File: src/rtl/hack_pkg.sv
`default_nettype none
// ============================================================================
//  Package     : hack_pkg
//  Description : Shared word width, arbiter state encoding and the wdata
//                slice helper for the register write path.
//  Revision    : 1.0 - initial release
// ============================================================================
package hack_pkg;

  localparam int WORD_W = 16;

  typedef enum logic [0:0] {
    IDLE  = 1'b0,
    GRANT = 1'b1
  } arb_state_t;

  // Low bit of requester idx's word inside a packed NUM_REQ*WORD_W bus.
  function automatic int slice_lo(input int idx);
    return idx * WORD_W;
  endfunction

endpackage
`default_nettype wire

File: src/rtl/register_write_arbiter_rr_picker.sv
`default_nettype none
// ============================================================================
//  Module      : rr_picker
//  Description : Combinational round-robin picker. Returns the first set
//                request at or above ptr, wrapping N-1 -> 0, as a one-hot
//                winner plus a valid flag.
//  Revision    : 1.0 - initial release
// ============================================================================
module rr_picker #(
  parameter int N     = 4,
  parameter int PTR_W = 2
) (
  input  logic [N-1:0]     req,
  input  logic [PTR_W-1:0] ptr,
  output logic [N-1:0]     winner,
  output logic             valid
);

  // Walk the request vector starting at ptr; the first hit wins.
  always_comb begin
    int                jj;
    logic [PTR_W-1:0]  j;
    winner = '0;
    valid  = 1'b0;
    jj     = 0;
    j      = '0;
    for (int k = 0; k < N; k++) begin
      jj = int'(ptr) + k;
      if (jj >= N) begin
        jj = jj - N;
      end
      j = PTR_W'(jj);
      if (!valid && req[j]) begin
        winner[j] = 1'b1;
        valid     = 1'b1;
      end
    end
  end

endmodule
`default_nettype wire

File: src/rtl/register_write_arbiter.sv
`default_nettype none
// ============================================================================
//  Module      : register_write_arbiter
//  Description : Round-robin arbiter sharing one 16-bit register between
//                NUM_REQ writers, with a bounded per-grantee burst lock.
//                Drives the register's in/load pins directly.
//  Revision    : 1.0 - initial release
// ============================================================================
module register_write_arbiter
  import hack_pkg::*;
#(
  parameter int NUM_REQ  = 4,
  parameter int MAX_HOLD = 4
) (
  input  logic                      clk,
  input  logic                      rst_n,
  input  logic [NUM_REQ-1:0]        req,
  input  logic [NUM_REQ-1:0]        lock,
  input  logic [NUM_REQ*WORD_W-1:0] wdata,
  output logic [NUM_REQ-1:0]        gnt,
  output logic [WORD_W-1:0]         reg_in,
  output logic                      reg_load,
  output logic                      busy
);

  localparam int PTR_W  = (NUM_REQ > 1) ? $clog2(NUM_REQ) : 1;
  localparam int HOLD_W = $clog2(MAX_HOLD) + 1;

  localparam logic [HOLD_W-1:0] c_hold_last = HOLD_W'(MAX_HOLD - 1);
  localparam logic [PTR_W-1:0]  c_ptr_last  = PTR_W'(NUM_REQ - 1);

  arb_state_t          r_state;
  arb_state_t          w_state_nxt;
  logic [NUM_REQ-1:0]  r_gnt;
  logic [NUM_REQ-1:0]  w_gnt_nxt;
  logic [PTR_W-1:0]    r_rr_ptr;
  logic [PTR_W-1:0]    w_rr_ptr_nxt;
  logic [HOLD_W-1:0]   r_hold_cnt;
  logic [HOLD_W-1:0]   w_hold_cnt_nxt;

  logic [PTR_W-1:0]    w_gnt_idx;
  logic [PTR_W-1:0]    w_ptr_inc;
  logic [PTR_W-1:0]    w_arb_ptr;
  logic                w_grantee_req;
  logic                w_grantee_lock;
  logic                w_release;
  logic [NUM_REQ-1:0]  w_win;
  logic                w_win_valid;

  // Grantee's request/lock; lock from anyone else is masked out by gnt.
  assign w_grantee_req  = |(r_gnt & req);
  assign w_grantee_lock = |(r_gnt & lock);

  // Encode the one-hot grant into an index for pointer advance.
  always_comb begin
    w_gnt_idx = '0;
    for (int i = 0; i < NUM_REQ; i++) begin
      if (r_gnt[i]) begin
        w_gnt_idx = PTR_W'(i);
      end
    end
  end

  // Release on withdrawal, unlocked single write, or hitting the hold bound.
  assign w_release = (r_state == GRANT) &&
                     (!w_grantee_req || !w_grantee_lock || (r_hold_cnt == c_hold_last));

  assign w_ptr_inc = (w_gnt_idx == c_ptr_last) ? '0 : (w_gnt_idx + PTR_W'(1));

  // Arbitration on release uses the already-advanced pointer, so the
  // releasing requester is searched last and the hand-over has no bubble.
  assign w_arb_ptr = w_release ? w_ptr_inc : r_rr_ptr;

  rr_picker #(
    .N     (NUM_REQ),
    .PTR_W (PTR_W)
  ) u_rr_picker (
    .req    (req),
    .ptr    (w_arb_ptr),
    .winner (w_win),
    .valid  (w_win_valid)
  );

  // State, grant, pointer and hold counter register; async reset aborts bursts.
  always_ff @(posedge clk or negedge rst_n) begin
    if (!rst_n) begin
      r_state    <= IDLE;
      r_gnt      <= '0;
      r_rr_ptr   <= '0;
      r_hold_cnt <= '0;
    end else begin
      r_state    <= w_state_nxt;
      r_gnt      <= w_gnt_nxt;
      r_rr_ptr   <= w_rr_ptr_nxt;
      r_hold_cnt <= w_hold_cnt_nxt;
    end
  end

  // Next-state: arbitrate from IDLE or on release, otherwise extend the burst.
  always_comb begin
    w_state_nxt    = r_state;
    w_gnt_nxt      = r_gnt;
    w_rr_ptr_nxt   = r_rr_ptr;
    w_hold_cnt_nxt = r_hold_cnt;
    case (r_state)
      IDLE: begin
        w_hold_cnt_nxt = '0;
        if (w_win_valid) begin
          w_state_nxt = GRANT;
          w_gnt_nxt   = w_win;
        end
      end
      GRANT: begin
        if (w_release) begin
          w_rr_ptr_nxt   = w_ptr_inc;
          w_hold_cnt_nxt = '0;
          if (w_win_valid) begin
            w_gnt_nxt = w_win;
          end else begin
            w_state_nxt = IDLE;
            w_gnt_nxt   = '0;
          end
        end else begin
          w_hold_cnt_nxt = r_hold_cnt + HOLD_W'(1);
        end
      end
      default: begin
        w_state_nxt    = IDLE;
        w_gnt_nxt      = '0;
        w_hold_cnt_nxt = '0;
      end
    endcase
  end

  // Data mux: OR of the granted slice; zero when nothing is granted.
  always_comb begin
    reg_in = '0;
    for (int i = 0; i < NUM_REQ; i++) begin
      if (r_gnt[i]) begin
        reg_in = reg_in | wdata[slice_lo(i) +: WORD_W];
      end
    end
  end

  assign gnt      = r_gnt;
  assign reg_load = w_grantee_req;
  assign busy     = (r_state == GRANT);

endmodule
`default_nettype wire
File: config.mk
export PLATFORM = sky130hd
export DESIGN_NAME = register_write_arbiter
export DESIGN_NICKNAME = d
export VERILOG_FILES = /design/src/rtl/hack_pkg.sv /design/src/rtl/register_write_arbiter_rr_picker.sv /design/src/rtl/register_write_arbiter.sv
export SDC_FILE = /design/constraint.sdc
export NUM_CORES = 1
export LEC_CHECK = 0
export ABC_AREA = 1
export CAP_MARGIN = 20
export CORE_UTILIZATION = 36
export DETAILED_ROUTE_END_ITERATION = 7
export GPL_ROUTABILITY_DRIVEN = 0
export MAX_ROUTING_LAYER = met4
export PLACE_DENSITY_LB_ADDON = 0.2
export SYNTH_ARGS = -nofsm -noshare
export SYNTH_HDL_FRONTEND = slang
export SYNTH_HIERARCHICAL = 1
export SYNTH_SLANG_ARGS = --single-unit
File: constraint.sdc
create_clock -name clk -period 3.8 [get_ports clk]
set_input_delay 0.57 -clock clk [delete_from_list [all_inputs] [get_ports clk]]
set_output_delay 0.57 -clock clk [all_outputs]
set_load 0.005 [all_outputs]
==> results of run 1 <==
[layout by cell type, fill, tap and decap left out, drive strengths merged]
master         Yosys  layout
buf                7       6
clkbuf             1       4
clkdlybuf4s50      0      95
clkinv             1       1
dfrtp             10      10
ha                 8       8
inv               23      23
nand2            124     124
nand3             25      25
nand4             17      17
nor2              12      12
o21a               1       1
o21ai              6       6
or2                1       1
[cell usage after synthesis, drive strengths merged]
cell / instances / share of area [%]
inv: 23 / 6.3
nand2: 124 / 38
nand3: 25 / 12
or2: 1 / 0.44
ha: 8 / 7.1
nand4: 17 / 8.6
clkinv: 1 / 0.26
o21a: 1 / 0.53
dfrtp: 10 / 18
o21ai: 6 / 2.1
buf: 7 / 3.7
nor2: 12 / 3.7
clkbuf: 1 / 0.26
[worst reg2reg max path: stages (launching register included)]
cell      delay, ns
dfrtp_1        0.61
nand2_1        0.10
nand2_1        0.08
clkinv_1       0.09
nand2_4        0.10
nand3_4        0.07
nand2_4        0.11
nand2_2        0.06
o21ai_0        0.10
inv_1          0.17
ha_1           0.35
inv_1          0.08
nand3_1        0.09
o21a_1         0.21
inv_1          0.06
nand2_1        0.14
inv_1          0.07
or2_2          0.31
nand3_1        0.11
nand2_1        0.06
[how the worst max path moves through the flow]
stage	endpoint	depth (start not counted)
after floorplan	gnt[0]	19
after global placement	gnt[1]	19
after detailed placement	gnt[3]	20
after CTS	gnt[0]	20
after global routing	gnt[3]	20
final	gnt[0]	20
[final cells by class]
| cell class | count | area [um2] |
|---|---|---|
| clock buffer | 4 | 55.05 |
| timing repair buffer | 101 | 996.0 |
| tap | 48 | 60.06 |
| sequential | 10 | 250.2 |
| inverter | 24 | 92.59 |
| multi-input combinational | 194 | 1018 |
| fill | 343 | 1244 |
[where the power goes]
group / leakage (nW) / internal (mW) / total [mW] / switching (mW)
combinational: 0.982 / 0.639 / 1.45 / 0.810
sequential: 0.127 / 0.144 / 0.192 / 0.0489
clock: 0.0288 / 0.0908 / 0.129 / 0.0383
[kinds of logic after synthesis]
family,after synthesis,synth area share [%]
AND/OR/NAND/NOR,179,62.14
AO/OA/AOI/OAI,7,2.648
adder cells (fa/ha/maj),8,7.061
flip-flops,10,17.65
buffers and inverters,32,10.50
[flip-flops by register name (all words and copies together), names as in the netlist]
register and count:
r_rr_ptr 2, busy 1, gnt 4, r_hold_cnt 3
[metal layers]
layer  vias to the layer above  track usage [%]
li1                        943                -
met1                       802            27.05
met3                         6            3.521
met4                         0            5.000
met5                         -                -
met2                        62            37.50
==> impl_metrics.env, run 1 <==
export IMPL_synthCells=236
export IMPL_slew_headroom_pct=69.25
export IMPL_wirelength_um=4427
export IMPL_p_per_area_nw_per_um2=716.1
export IMPL_worstPathBufferInverterCount=6
export IMPL_vias_per_cell=4.759
export IMPL_track_usage_pct=22.01
export IMPL_clockBufferDepth=2
export IMPL_routed_wl_met3_um=202
export IMPL_grt_pass1_wl_um=7162
export IMPL_fin_crit_ns=3.284
export IMPL_crit_fanout=10
export IMPL_drc=0
export IMPL_cts_resized_gates=0
export IMPL_hold_path_startpoint="r_hold_cnt[0]"
export IMPL_grt_pass1_vias=1680
export IMPL_cap_violations=0
export IMPL_start_util_pct=38.15
export IMPL_std_cell_rows=22
export IMPL_fp_dieArea_um2=4193
export IMPL_areaGrowthSynthToFinish_pct=74.40
export IMPL_crit_chain="clkdlybuf4s50_1, nand2_1, nand2_1, clkinv_1, nand2_4, nand3_4, nand2_4, nand2_2, o21ai_0, inv_1, ha_1, inv_1, nand3_1, o21a_1, inv_1, nand2_1, inv_1, or2_2, nand3_1, nand2_1"
export IMPL_synth_nets=318
export IMPL_io_pin_count=96
export IMPL_dpl_hpwl_um=3692
export IMPL_critPathTopFamily="simple AND/OR/NAND/NOR gates"
export IMPL_post_cts_buffers=0
export IMPL_r2r_end="gnt[0]"
export IMPL_status="finished clean"
export IMPL_num_vias=1813
export IMPL_cp_startpoint="req[3]"
export IMPL_fin_ws_ns=0.5159
export IMPL_fp_dieH_um=64.75
export IMPL_cts_tree="built"
export IMPL_whs_path_depth=1
export IMPL_worst_setup_path_start_kind="primary input"
export IMPL_postCtsHoldBufs=0
export IMPL_hp_class="reg2reg"
export IMPL_routed_top_layer="met4"
export IMPL_ys_types=23
export IMPL_layout_drive_gt1_share_pct=11.11
export IMPL_worstReg2RegStart="gnt[3]"
export IMPL_instances_no_fill=381
export IMPL_hold_end="r_hold_cnt[0]"
export IMPL_met1_length_um=1958
export IMPL_clkSinkCount=10
export IMPL_place_ws_ns=0.3053
export IMPL_clkTransAtPathRegs_ns=0.05
export IMPL_grt_max_degree=20
export IMPL_finalPower_mw=1.770
export IMPL_clock_skew_ns=0.0005204
export IMPL_worstSetupPathType="in2reg"
export IMPL_yosys_warnings=6
export IMPL_tightest_slew_ns=0.4613
export IMPL_final_hold_viol_count=0
export IMPL_clk_latency_ns=0.23
export IMPL_ir_drop_mv=0.3831
export IMPL_final_cell_area_um2=2472
export IMPL_nets=416
export IMPL_route_met2_wl_um=2222
export IMPL_synth_cell_area_um2=1418
export IMPL_rsz0062_at_grt="false"
export IMPL_clock_fmax_ghz=0.3045
export IMPL_slew_violations=0
export IMPL_p_leak_nw=1.137
export IMPL_drtPass1Iterations=4
export IMPL_ff2ff_setup_slack_ns=0.75
export IMPL_finalSetupViolations=0
export IMPL_antenna_found_initial=0
export IMPL_crit_arrival_ns=3.40
export IMPL_end_kind="flip-flop"
export IMPL_worstRegToRegCells=19
export IMPL_slowest_stage="clkdlybuf4s50_1"
export IMPL_syn_area_per_cell_um2=6.007
export IMPL_synth_seq_area_share_pct=17.65
export IMPL_htree_levels=1
export IMPL_period_share_pct=86.42
export IMPL_numPortBuffers=95
export IMPL_overflow=0
export IMPL_place_inst=377
export IMPL_utilization_pct=66.53
export IMPL_diodes=0
export IMPL_place_area_um2=2417
export IMPL_avgRoutedWirePerCell_um=11.62
export IMPL_drt_iter0_drc=114
export IMPL_required_ns=3.92
export IMPL_ys_seq_elements=10
export IMPL_cts_buffers=3
export IMPL_root_buffer="clkbuf_8"
export IMPL_die_x_um=64.75
export IMPL_critPathMaxStageDelay_ns=0.54
export IMPL_setup_tns_ns=0
export IMPL_drtAntennaViolNets=0
export IMPL_hold_ws_ns=0.4381
export IMPL_coreArea_um2=3716
No activity file was read; power rests on OpenSTA's default activity.
==> run 2: changes to the inputs <==
Settings changed: SKIP_LAST_GASP set to 1.
==> results of run 2 <==
No change in the layout: final DEF, timing and power equal those of run 1.
==> run 3: changes to the inputs <==
Settings changed: SKIP_CTS_REPAIR_TIMING set to 1.
==> results of run 3 <==
No change in the layout: final DEF, timing and power equal those of run 1.
